File: src/rtl/ising_ctrl_pkg.sv
// Shared constants for the Ising annealing run controller.
package ising_ctrl_pkg;

    localparam logic [1:0] ST_IDLE   = 2'd0;
    localparam logic [1:0] ST_HOLD   = 2'd1;
    localparam logic [1:0] ST_RUN    = 2'd2;
    localparam logic [1:0] ST_SAMPLE = 2'd3;

    localparam int RUNS_W = 16;

    function automatic int agree_w(input int sample_cycles);
        return $clog2(sample_cycles + 1);
    endfunction

endpackage

File: src/rtl/spin_sampler.sv
// Oscillator synchronizer plus per-spin phase-agreement counters.
// Raw counts are exported only when ISING_RUN_STATS_EN is defined.
module spin_sampler
    import ising_ctrl_pkg::*;
#(
    parameter int N             = 8,
    parameter int SAMPLE_CYCLES = 64,
    parameter int CW            = agree_w(SAMPLE_CYCLES)
) (
    input  logic                 clk,
    input  logic                 rst,
    input  logic                 clear,
    input  logic                 enable,
    input  logic [N-1:0]         osc_in,
`ifdef ISING_RUN_STATS_EN
    output logic [N-1:0][CW-1:0] counts,
`endif
    output logic [N-1:0]         spin_vec
);

    logic [N-1:0]         meta;
    logic [N-1:0]         s;
    logic [N-1:0][CW-1:0] cnt;
    logic [N-1:0][CW-1:0] cnt_nx;

    always_ff @(posedge clk) begin
        if (rst) begin
            meta <= '0;
            s    <= '0;
        end else begin
            meta <= osc_in;
            s    <= meta;
        end
    end

    // cnt_nx folds in the current sample so the final cycle's vote counts
    always_comb begin
        cnt_nx   = '0;
        spin_vec = '0;
        for (int i = 0; i < N; i++) begin
            cnt_nx[i]   = cnt[i] + CW'(s[i] == s[0]);
            spin_vec[i] = cnt_nx[i] > CW'(SAMPLE_CYCLES / 2);
        end
    end

    always_ff @(posedge clk) begin
        if (rst || clear) begin
            cnt <= '0;
        end else if (enable) begin
            cnt <= cnt_nx;
        end
    end

`ifdef ISING_RUN_STATS_EN
    assign counts = cnt_nx;
`endif

endmodule

File: src/rtl/ising_run_ctrl.sv
// Annealing run sequencer: oscillator reset hold, free run, spin sampling.
// Define ISING_RUN_STATS_EN to add the runs_done / last_agree outputs.
module ising_run_ctrl
    import ising_ctrl_pkg::*;
#(
    parameter int N             = 8,
    parameter int RESET_CYCLES  = 16,
    parameter int SAMPLE_CYCLES = 64,
    parameter int RUN_W         = 32
) (
    input  logic             clk,
    input  logic             rst,
    input  logic             start,
    input  logic             abort,
    input  logic [RUN_W-1:0] run_cycles,
    input  logic [N-1:0]     osc_in,
    input  logic             host_wready,
    output logic             mat_wready,
    output logic             wr_blocked,
    output logic             ising_rstn,
    output logic             busy,
    output logic             done,
`ifdef ISING_RUN_STATS_EN
    output logic [RUNS_W-1:0] runs_done,
    output logic [N-1:0][agree_w(SAMPLE_CYCLES)-1:0] last_agree,
`endif
    output logic [N-1:0]     spins
);

    localparam int PH_MAX = (RESET_CYCLES > SAMPLE_CYCLES) ?
                            RESET_CYCLES : SAMPLE_CYCLES;
    localparam int PH_W   = $clog2(PH_MAX + 1);

    logic [1:0]       state;
    logic [1:0]       state_nx;
    logic [PH_W-1:0]  ph_cnt;
    logic [RUN_W-1:0] run_cnt;
    logic             ph_zero;
    logic             run_zero;
    logic             accept;
    logic             stop;
    logic             finish;
    logic             smp_clear;
    logic             smp_en;
    logic [N-1:0]     spin_vec;

    assign ph_zero  = (ph_cnt == '0);
    assign run_zero = (run_cnt == '0);
    assign accept   = (state == ST_IDLE) && start && !abort;
    assign stop     = (state != ST_IDLE) && abort;
    assign finish   = (state == ST_SAMPLE) && ph_zero && !abort;

    assign smp_clear = (state == ST_RUN) && run_zero;
    assign smp_en    = (state == ST_SAMPLE);

    assign done       = finish;
    assign mat_wready = host_wready && (state == ST_IDLE);
    assign wr_blocked = host_wready && (state != ST_IDLE);

    always_comb begin
        state_nx = state;
        if (stop) begin
            state_nx = ST_IDLE;
        end else begin
            case (state)
                ST_IDLE:   if (accept)   state_nx = ST_HOLD;
                ST_HOLD:   if (ph_zero)  state_nx = ST_RUN;
                ST_RUN:    if (run_zero) state_nx = ST_SAMPLE;
                ST_SAMPLE: if (ph_zero)  state_nx = ST_IDLE;
                default:                 state_nx = ST_IDLE;
            endcase
        end
    end

    // Down-counters hold "cycles remaining minus one" in the current phase
    always_ff @(posedge clk) begin
        if (rst) begin
            state      <= ST_IDLE;
            ph_cnt     <= '0;
            run_cnt    <= '0;
            ising_rstn <= 1'b0;
            busy       <= 1'b0;
            spins      <= '0;
        end else begin
            state      <= state_nx;
            busy       <= (state_nx != ST_IDLE);
            ising_rstn <= (state_nx == ST_RUN) ||
                          (state_nx == ST_SAMPLE);
            case (state)
                ST_IDLE: begin
                    if (accept) begin
                        ph_cnt  <= PH_W'(RESET_CYCLES - 1);
                        run_cnt <= (run_cycles == '0) ? '0 :
                                   run_cycles - RUN_W'(1);
                    end
                end
                ST_HOLD: begin
                    if (!ph_zero) ph_cnt <= ph_cnt - PH_W'(1);
                end
                ST_RUN: begin
                    if (run_zero) ph_cnt <= PH_W'(SAMPLE_CYCLES - 1);
                    else          run_cnt <= run_cnt - RUN_W'(1);
                end
                ST_SAMPLE: begin
                    if (!ph_zero) ph_cnt <= ph_cnt - PH_W'(1);
                end
                default: ;
            endcase
            if (finish) spins <= spin_vec;
        end
    end

`ifdef ISING_RUN_STATS_EN
    logic [N-1:0][agree_w(SAMPLE_CYCLES)-1:0] counts;

    always_ff @(posedge clk) begin
        if (rst) begin
            runs_done  <= '0;
            last_agree <= '0;
        end else if (finish) begin
            runs_done  <= runs_done + RUNS_W'(1);
            last_agree <= counts;
        end
    end
`endif

    spin_sampler #(
        .N             (N),
        .SAMPLE_CYCLES (SAMPLE_CYCLES)
    ) u_sampler (
        .clk      (clk),
        .rst      (rst),
        .clear    (smp_clear),
        .enable   (smp_en),
        .osc_in   (osc_in),
`ifdef ISING_RUN_STATS_EN
        .counts   (counts),
`endif
        .spin_vec (spin_vec)
    );

endmodule

File: config.mk
export PLATFORM = sky130hd
export DESIGN_NAME = ising_run_ctrl
export DESIGN_NICKNAME = d
export VERILOG_FILES = /design/src/rtl/ising_ctrl_pkg.sv /design/src/rtl/spin_sampler.sv /design/src/rtl/ising_run_ctrl.sv
export SDC_FILE = /design/constraint.sdc
export NUM_CORES = 1
export LEC_CHECK = 0
export BUFFER_PORTS_ARGS = -buffer_cell sky130_fd_sc_hd__buf_2
export CORE_MARGIN = 2
export CORE_UTILIZATION = 25
export DETAILED_ROUTE_END_ITERATION = 8
export PLACE_DENSITY = 0.52
export SLEW_MARGIN = 20
export SYNTH_ARGS = -nofsm -noshare
export SYNTH_HDL_FRONTEND = slang
export SYNTH_SLANG_ARGS = --single-unit
File: constraint.sdc
create_clock -name clk -period 2.5 [get_ports clk]
set_input_delay 0 -clock clk [delete_from_list [all_inputs] [get_ports clk]]
set_output_delay 0 -clock clk [all_outputs]
set_load 0.01 [all_outputs]
==> results of run 1 <==
==> cells by family after synthesis <==
group | count (synthesis) | synth area share (%)
simple gates | 404 | 28.61
compound gates | 183 | 17.19
flops | 123 | 34.70
xor+xnor | 90 | 11.11
buf+inv | 62 | 4.690
fa+ha+maj | 21 | 3.702
==> metal layers <==
metal | vias up | GRT usage (%)
met4 | 0 | 4.677
met2 | 158 | 20.14
met3 | 20 | 2.724
met5 | - | 0
met1 | 2985 | 17.00
li1 | 3317 | -
==> how the worst max path moves through the flow <==
stage	slack, ns	cells past startpoint	start	endpoint
after floorplan	0.28	10	u_sampler.s[0]$_SDFF_PP0_	spins[5]$_SDFFE_PP0P_
after global placement	0.24	10	u_sampler.s[0]$_SDFF_PP0_	spins[6]$_SDFFE_PP0P_
after detailed placement	0.20	10	u_sampler.s[0]$_SDFF_PP0_	spins[5]$_SDFFE_PP0P_
after CTS	0.19	10	u_sampler.s[0]$_SDFF_PP0_	spins[6]$_SDFFE_PP0P_
after global routing	0.004	10	u_sampler.s[0]$_SDFF_PP0_	spins[7]$_SDFFE_PP0P_
final	0.22	7	run_cnt[2]$_SDFFE_PP0P_	run_cnt[0]$_SDFFE_PP0P_
==> cell usage in the layout, fill, tap and decap left out, drive strengths merged, types with 25 or more instances in the layout <==
| master | instances |
|---|---|
| buf | 89 |
| xor2 | 48 |
| nand4 | 25 |
| dfxtp | 123 |
| nor2 | 133 |
| nand2 | 96 |
| xnor2 | 42 |
| o21ai | 30 |
| a21oi | 49 |
| nor3 | 51 |
==> layout make-up <==
cell class | count | area share (%)
multi-input combinational | 698 | 50.17
sequential | 123 | 28.60
timing repair buffer | 104 | 8.429
tap | 378 | 5.493
clock buffer | 18 | 5.101
clock inverter | 13 | 1.424
inverter | 18 | 0.7848
==> what timing repair did <==
action	4_1_cts	5_1_grt
hold buffers	15	0
endpoints found under the hold margin	17	0
setup endpoints to repair	0	2
gates resized for setup	0	3
==> worst register-to-register path: cells and delay by family, from the launching register on <==
kind,cells,cell delay (ns)
AOI/OAI and AO/OA,3,0.49
buffers and inverters,1,0.20
DFF,1,0.37
and+or+nand+nor,3,1.15
==> flip-flops by register name, summed over array words and instances, names as in the netlist <==
signal          flops
u_sampler.cnt      56
run_cnt            32
spins               8
u_sampler.meta      8
u_sampler.s         8
ph_cnt              7
state               2
busy                1
ising_rstn          1
==> power groups by stage <==
stage / clock network [W] / logic [W] / registers, W
after floorplan: 0 / 0.000511 / 0.00211
after global placement: 0 / 0.000745 / 0.00212
after detailed placement: 0 / 0.000743 / 0.00212
after CTS: 0.00241 / 0.000765 / 0.00208
after global routing: 0.00249 / 0.000848 / 0.00209
final: 0.00233 / 0.000766 / 0.00208
==> through the flow <==
step | power [W] | std cells | hold WS (ns) | utilization, % | instance area [um^2]
after global routing | 0.005431 | 1352 | 0.05411 | 30.90 | 8610
after global placement | 0.002870 | 1306 | 0.2315 | 28.30 | 7885
after floorplan | 0.002620 | 883 | 0.07931 | - | 7097
after detailed placement | 0.002868 | 1306 | 0.2179 | 28.30 | 7885
after CTS | 0.005257 | 1352 | 0.01307 | 30.86 | 8597
final | 0.005184 | 1352 | 0.03340 | 30.90 | 8610
==> metrics.log, run 1 <==
[metrics] multi-input gate area in the final layout: roughly 0.0043 mm^2
[metrics] R2R setup slack: 0.22 ns
[metrics] number of global-route vias before repair: 6024
[metrics] share of the clock period used by the worst path: between 90% and 100%
[metrics] Clock Root Buffer: sky130_fd_sc_hd__clkbuf_16
[metrics] Area Growth Syn to Fin: 21.32%
[metrics] Max Cap Viol: 0
[metrics] count of warnings emitted by yosys: 0
[metrics] DPL Wire Length: approximately 13000 um
[metrics] R2R Path Start: run_cnt[2]$_SDFFE_PP0P_
[metrics] relative contribution of sequential cells to total power: 40.2%
[metrics] CP Capture Type: flop
[metrics] portion of total power attributed to the clock network: 45.0%
[metrics] DR DRC count: 0
[metrics] die area: 0.02975 mm^2
[metrics] residual overflow from global routing: 0
[metrics] Setup Buffers After CTS: 0
[metrics] maximum number of buffers from clock root to sink: 2
[metrics] ordered list of cells on the worst path: nor4_4 > nand4_2 > or3_4 > a21oi_4 > buf_12 > a221oi_1 > a211oi_1
[metrics] cell internal pwr: roughly 0.0037 W
[metrics] top layer used by detailed routing: met4
[metrics] Die X-Extent: 172.5 um
[metrics] Final min period: around 2.3 ns
[metrics] measured slew at the worst slew-check pin: 0.5404 ns
[metrics] number of instances in the synthesized netlist: 883
[metrics] most area-hungry cell type in the Yosys netlist: sky130_fd_sc_hd__dfxtp_1
[metrics] worst setup timing slack at the placement stage: 0.2039 ns
[metrics] clock tree from TritonCTS: done
[metrics] initial cell density of the core: 25.47%
[metrics] part of the power in combinational logic: 14.8%
[metrics] final hold viol count: 0
[metrics] Site Rows: 61
[metrics] Crit Path Max Fanout: 28
[metrics] number of slew-limit violations in the final report: 0
[metrics] port bufs: 57
[metrics] highest ir drop seen on vdd: 0.3966 mV
[metrics] met2 wire length: about 8300 um
[metrics] synthesized area per cell: between 8 and 9 um^2
[metrics] length of routed wiring on met1: around 8900 um
[metrics] violation count after the first detailed-route iteration: 563
[metrics] total of endpoints with negative setup slack in the final report: 0
[metrics] count of pins on the block boundary: 58
[metrics] RSZ-0062 raised after global routing: false
[metrics] first-pass GRT wire length: around 30000 um
[metrics] ranking of synthesized cells by instance count: sky130_fd_sc_hd__nor2_1, sky130_fd_sc_hd__dfxtp_1, sky130_fd_sc_hd__nand2_1
[metrics] ranking of synthesized cells by area: sky130_fd_sc_hd__dfxtp_1, sky130_fd_sc_hd__nor2_1, sky130_fd_sc_hd__xor2_1
[metrics] Max Clock Freq: between 400 and 500 MHz
[metrics] via count: 6480
[metrics] synthesized area: 0.007097 mm^2
[metrics] largest net degree at the start of global routing: 57
[metrics] Leakage: 3.093 nW
[metrics] final setup margin: between 0.2 and 0.25 ns
[metrics] Worst Path Required: 2.83 ns
[metrics] overall track demand over capacity in global routing: roughly an eighth
[metrics] Clock Skew: 0.01055 ns
[metrics] Hold Path Class: primary input to flop
[metrics] die height: 172.5 um
[metrics] placeable core region: between 0.02 and 0.03 mm^2
[metrics] mean number of vias per cell: 4.793
[metrics] total nets after synthesis: 949
[metrics] gate family responsible for the most delay along the worst path: simple AND/OR/NAND/NOR gates
[metrics] Num Clock Sinks: 123
[metrics] category of the critical setup timing path: flop to flop
[metrics] share of the synthesized area in the top cell type: 34.70%
[metrics] H-tree depth reported by CTS: 4
[metrics] worst endpoint data arrival time: approximately 2.6 ns
[metrics] total wirelength of the detailed-routed design: 18180 um
[metrics] source of the worst hold timing path: run_cycles[25]
[metrics] Startpoint Class: flop
[metrics] number of synthesized flops with an enable pin: 0
[metrics] Slew Limit Headroom: about 64%
[metrics] library cell with the highest instance count after synthesis: sky130_fd_sc_hd__nor2_1
[metrics] Synth Flop Type: sky130_fd_sc_hd__dfxtp_1
[metrics] switching power total: 0.001462 W
[metrics] CTS clk-pin slew, worst paths: 0.06 ns
[metrics] register area share after synthesis: 34.70%
[metrics] peak per-stage delay on the critical path: 0.47 ns
[metrics] power per cell area: around 600 mW/mm^2
[metrics] drt pass-1 iters: 5
[metrics] Diodes inserted: 0
[metrics] final weighted congestion in routability-driven placement: 0.8216
[metrics] WL per Instance: approximately 13 um
[metrics] flop and latch count out of synthesis: 123
[metrics] Async S/R FF share, synth: 0%
[metrics] status: finished clean
[metrics] slowest stage cell on the critical path: sky130_fd_sc_hd__or3_4
[metrics] r2r endpoint: run_cnt[0]$_SDFFE_PP0P_
[metrics] residual antenna-violating net count after detailed routing: 0
[metrics] total negative setup slack: 0 ns
[metrics] Hold Crit Endpoint: run_cnt[25]$_SDFFE_PP0P_
[metrics] Worst Hold Depth: 4
[metrics] number of antenna violations at the first check in global routing: 0
[metrics] post-synthesis cell type count: 70
[metrics] met3 WL post-DR: 814 um
[metrics] CTS Buf Count: 17
[metrics] Buf+Inv Stages, Crit Path: 1
[metrics] post-layout net count: 1028
[metrics] Switching Share: 28.20%
[metrics] fill cell total of the finished layout: 2997
[metrics] share of post-route cells with drive strength above 1: 16.12%
[metrics] sequential cell area in the final layout: 0.002462 mm^2
[metrics] clock latency on the worst-skew pair: ~0.42 ns
[metrics] cell count of the worst reg-to-reg path: 7
Note: power is estimated with default switching activity, not from simulation.
==> run 2, diff against run 1 <==
--- a/config.mk
+++ b/config.mk
@@ -9,6 +9,7 @@
 export CORE_MARGIN = 2
 export CORE_UTILIZATION = 25
 export DETAILED_ROUTE_END_ITERATION = 8
+export HOLD_SLACK_MARGIN = 0.12
 export PLACE_DENSITY = 0.52
 export SLEW_MARGIN = 20
 export SYNTH_ARGS = -nofsm -noshare
==> constraint.sdc (replaced) <==
create_clock -name clk -period 2.8 [get_ports clk]
set_input_delay 0 -clock clk [delete_from_list [all_inputs] [get_ports clk]]
set_output_delay 0 -clock clk [all_outputs]
set_load 0.01 [all_outputs]
==> run 2 against run 1 <==
Against the previous run:
- wire length decreased by 0.34%
- largest cell class unchanged
- clock power decreased by 4%
- first-iteration DRC count decreased by 25%
- clock skew increased by 0.0012 ns
- worst setup slack improved by 0.0025 ns
- final area increased by 2.0%
- cell count increased by 1.1%
==> metrics.log, run 2 (synthesis results as in run 1) <==
[metrics] ordered list of cells on the worst path: dlygate4sd3_1 > buf_2 > nor4_1 > nand4_2 > nor4_1 > xor2_1 > dlygate4sd3_1 > nand2_1 > a31oi_1
[metrics] measured slew at the worst slew-check pin: 0.6448 ns (+0.1045 ns)
[metrics] H-tree depth reported by CTS: 4 (unchanged)
[metrics] peak per-stage delay on the critical path: 0.58 ns (+0.11 ns)
[metrics] total wirelength of the detailed-routed design: 18120 um (-0.34%)
[metrics] clock latency on the worst-skew pair: 0.42 ns (about the same)
[metrics] die area: 0.02975 mm^2 (unchanged)
[metrics] drt pass-1 iters: 5 (unchanged)
[metrics] register bank with the most flops: u_sampler.cnt
[metrics] placement-stage cell area: 0.007777 mm^2 (-1.4%)
[metrics] total negative setup slack: 0 ns (unchanged)
[metrics] Final min period: 2.578 ns
[metrics] worst endpoint data arrival time: 2.92 ns (+0.31 ns)
[metrics] Slew Limit Headroom: 56.61% (-7.3 points)
[metrics] first-pass GRT wire length: 29640 um (-2.0%)
[metrics] most frequent cells in the layout: sky130_fd_sc_hd__nor2_1, sky130_fd_sc_hd__dfxtp_1, sky130_fd_sc_hd__nand2_1, sky130_fd_sc_hd__buf_2
[metrics] final weighted congestion in routability-driven placement: 0.8431 (+2.6%)
[metrics] largest net degree at the start of global routing: 57 (unchanged)
[metrics] Hold Crit Endpoint: run_cnt[0]$_SDFFE_PP0P_
[metrics] Hold Path Class: primary input to flop
[metrics] final hold viol count: 0 (unchanged)
[metrics] slowest stage cell on the critical path: sky130_fd_sc_hd__nor4_1
[metrics] residual antenna-violating net count after detailed routing: 0 (unchanged)
[metrics] Clock Skew: 0.01176 ns (+0.001215 ns)
[metrics] post-layout net count: 1042 (+1.4%)
[metrics] DPL Wire Length: 12590 um (-1.5%)
[metrics] CTS Buf Count: 17 (unchanged)
[metrics] Setup crit start: run_cycles[10]
[metrics] Clock Root Buffer: sky130_fd_sc_hd__clkbuf_16
[metrics] share of the clock period used by the worst path: 92.07%
[metrics] status: finished clean
[metrics] Worst Hold Depth: 4 (unchanged)
[metrics] violation count after the first detailed-route iteration: 425 (-25%)
[metrics] r2r endpoint: run_cnt[28]$_SDFFE_PP0P_
[metrics] die height: 172.5 um (unchanged)
[metrics] mean number of vias per cell: 4.772 (-0.43%)
[metrics] overall track demand over capacity in global routing: 12.50% (-0.23 points)
[metrics] total of endpoints with negative setup slack in the final report: 0 (unchanged)
[metrics] port bufs: 57 (unchanged)
[metrics] CTS clk-pin slew, worst paths: 0.06 ns (about the same)
[metrics] Diodes inserted: 0 (unchanged)
[metrics] leading cell type in the layout, fill and taps excluded: sky130_fd_sc_hd__nor2_1
[metrics] initial cell density of the core: 25.47% (unchanged)
[metrics] Largest register FFs: 56 (unchanged)
[metrics] R2R setup slack: 0.26 ns (+0.04 ns)
[metrics] placeable core region: 0.02786 mm^2 (unchanged)
[metrics] Num Clock Sinks: 123 (unchanged)
[metrics] DR DRC count: 0 (unchanged)
[metrics] clock tree from TritonCTS: done
[metrics] count of pins on the block boundary: 58 (unchanged)
[metrics] post-route cell area: 0.008780 mm^2 (+2.0%)
[metrics] source of the worst hold timing path: run_cycles[0]
[metrics] residual overflow from global routing: 0 (unchanged)
[metrics] Max Cap Viol: 0 (unchanged)
[metrics] Leakage: 3.146 nW (+1.7%)
[metrics] number of antenna violations at the first check in global routing: 1 (+1)
[metrics] category of the critical setup timing path: primary input to flop
[metrics] share of post-route cells with drive strength above 1: 14.46% (-1.7 points)
[metrics] WL per Instance: 13.26 um (-1.4%)
[metrics] highest ir drop seen on vdd: 0.4303 mV (+8.5%)
[metrics] number of global-route vias before repair: 5868 (-2.6%)
[metrics] Startpoint Class: primary input
[metrics] Worst Path Required: 3.15 ns (+0.32 ns)
[metrics] Site Rows: 61 (unchanged)
[metrics] power per cell area: 545.2 mW/mm^2 (-9.4%)
[metrics] Area Growth Syn to Fin: 23.71%
[metrics] via count: 6524 (+0.68%)
[metrics] Die X-Extent: 172.5 um (unchanged)
[metrics] R2R Path Start: run_cnt[0]$_SDFFE_PP0P_
[metrics] number of slew-limit violations in the final report: 0 (unchanged)
[metrics] RSZ-0062 raised after global routing: false
[metrics] top flop regs: u_sampler.cnt: 56 flops, run_cnt: 32 flops
[metrics] cell count of the worst reg-to-reg path: 8 (+1)
[metrics] maximum number of buffers from clock root to sink: 2 (unchanged)
[metrics] fill cell total of the finished layout: 2946 (-1.7%)
[metrics] Crit Path Max Fanout: 10 (-64%)
[metrics] CP Capture Type: flop
[metrics] Max Clock Freq: ~390 MHz
-- run 2: area by class of cell --
cell class	instances	area [um^2]	area share, %
tap	378	473.0	5.387
timing repair buffer	118	868.3	9.890
sequential	123	2462	28.05
multi-input combinational	698	4307	49.05
clock buffer	18	429.2	4.888
inverter	18	67.56	0.7696
clock inverter	14	172.7	1.967
-- run 2: timing repair --
action,CTS,global route
resized for setup,0,0
hold buffers,40,0
hold endpoints to repair,48,0
setup endpoints to repair,0,0
buffers inserted,0,0
-- run 2: stage by stage --
stage | power [W] | instances | util, % | hold slack, ns | setup slack (ns)
3_5_place_dp | 0.002543 | 1295 | 27.92 | 0.2404 | 0.3391
5_1_grt | 0.005014 | 1367 | 31.52 | 0.1727 | 0.03375
6_report | 0.004787 | 1367 | 31.52 | 0.1465 | 0.2220
2_1_floorplan | 0.002339 | 883 | - | 0.07931 | 0.5781
4_1_cts | 0.004845 | 1367 | 31.52 | 0.1308 | 0.2498
3_3_place_gp | 0.002547 | 1295 | 27.92 | 0.2449 | 0.3698
-- run 2: how the worst max path moves through the flow --
| stage | slack [ns] | to | cells past startpoint |
|---|---|---|---|
| final | 0.22 | run_cnt[26]$_SDFFE_PP0P_ | 9 |
| after global routing | 0.03 | run_cnt[26]$_SDFFE_PP0P_ | 9 |
| after CTS | 0.25 | run_cnt[26]$_SDFFE_PP0P_ | 9 |
| after detailed placement | 0.34 | run_cnt[28]$_SDFFE_PP0P_ | 8 |
| after global placement | 0.37 | run_cnt[28]$_SDFFE_PP0P_ | 8 |
| after floorplan | 0.58 | spins[5]$_SDFFE_PP0P_ | 10 |
-- run 2: per-layer routing --
layer  vias up  track usage, %  routed length [um]
li1       3347               -                   -
met1      2995           16.66                8809
met2       167           20.23                8331
met3        15           2.998                 819
met4         0           3.252                 161
met5         -               0                   0
-- run 2: where the power goes --
group	total, W	switching, W	internal (W)
Combinational	0.000686	0.000401	0.000285
Sequential	0.00187	0.0000605	0.00181
Clock	0.00223	0.000835	0.00140
-- run 2: critical path: cells and delay by family --
family / cells / cell delay [ns]
AND/OR/NAND/NOR: 4 / 1.32
AO/OA/AOI/OAI: 1 / 0.17
XOR/XNOR: 1 / 0.18
buffers and inverters: 3 / 1.25
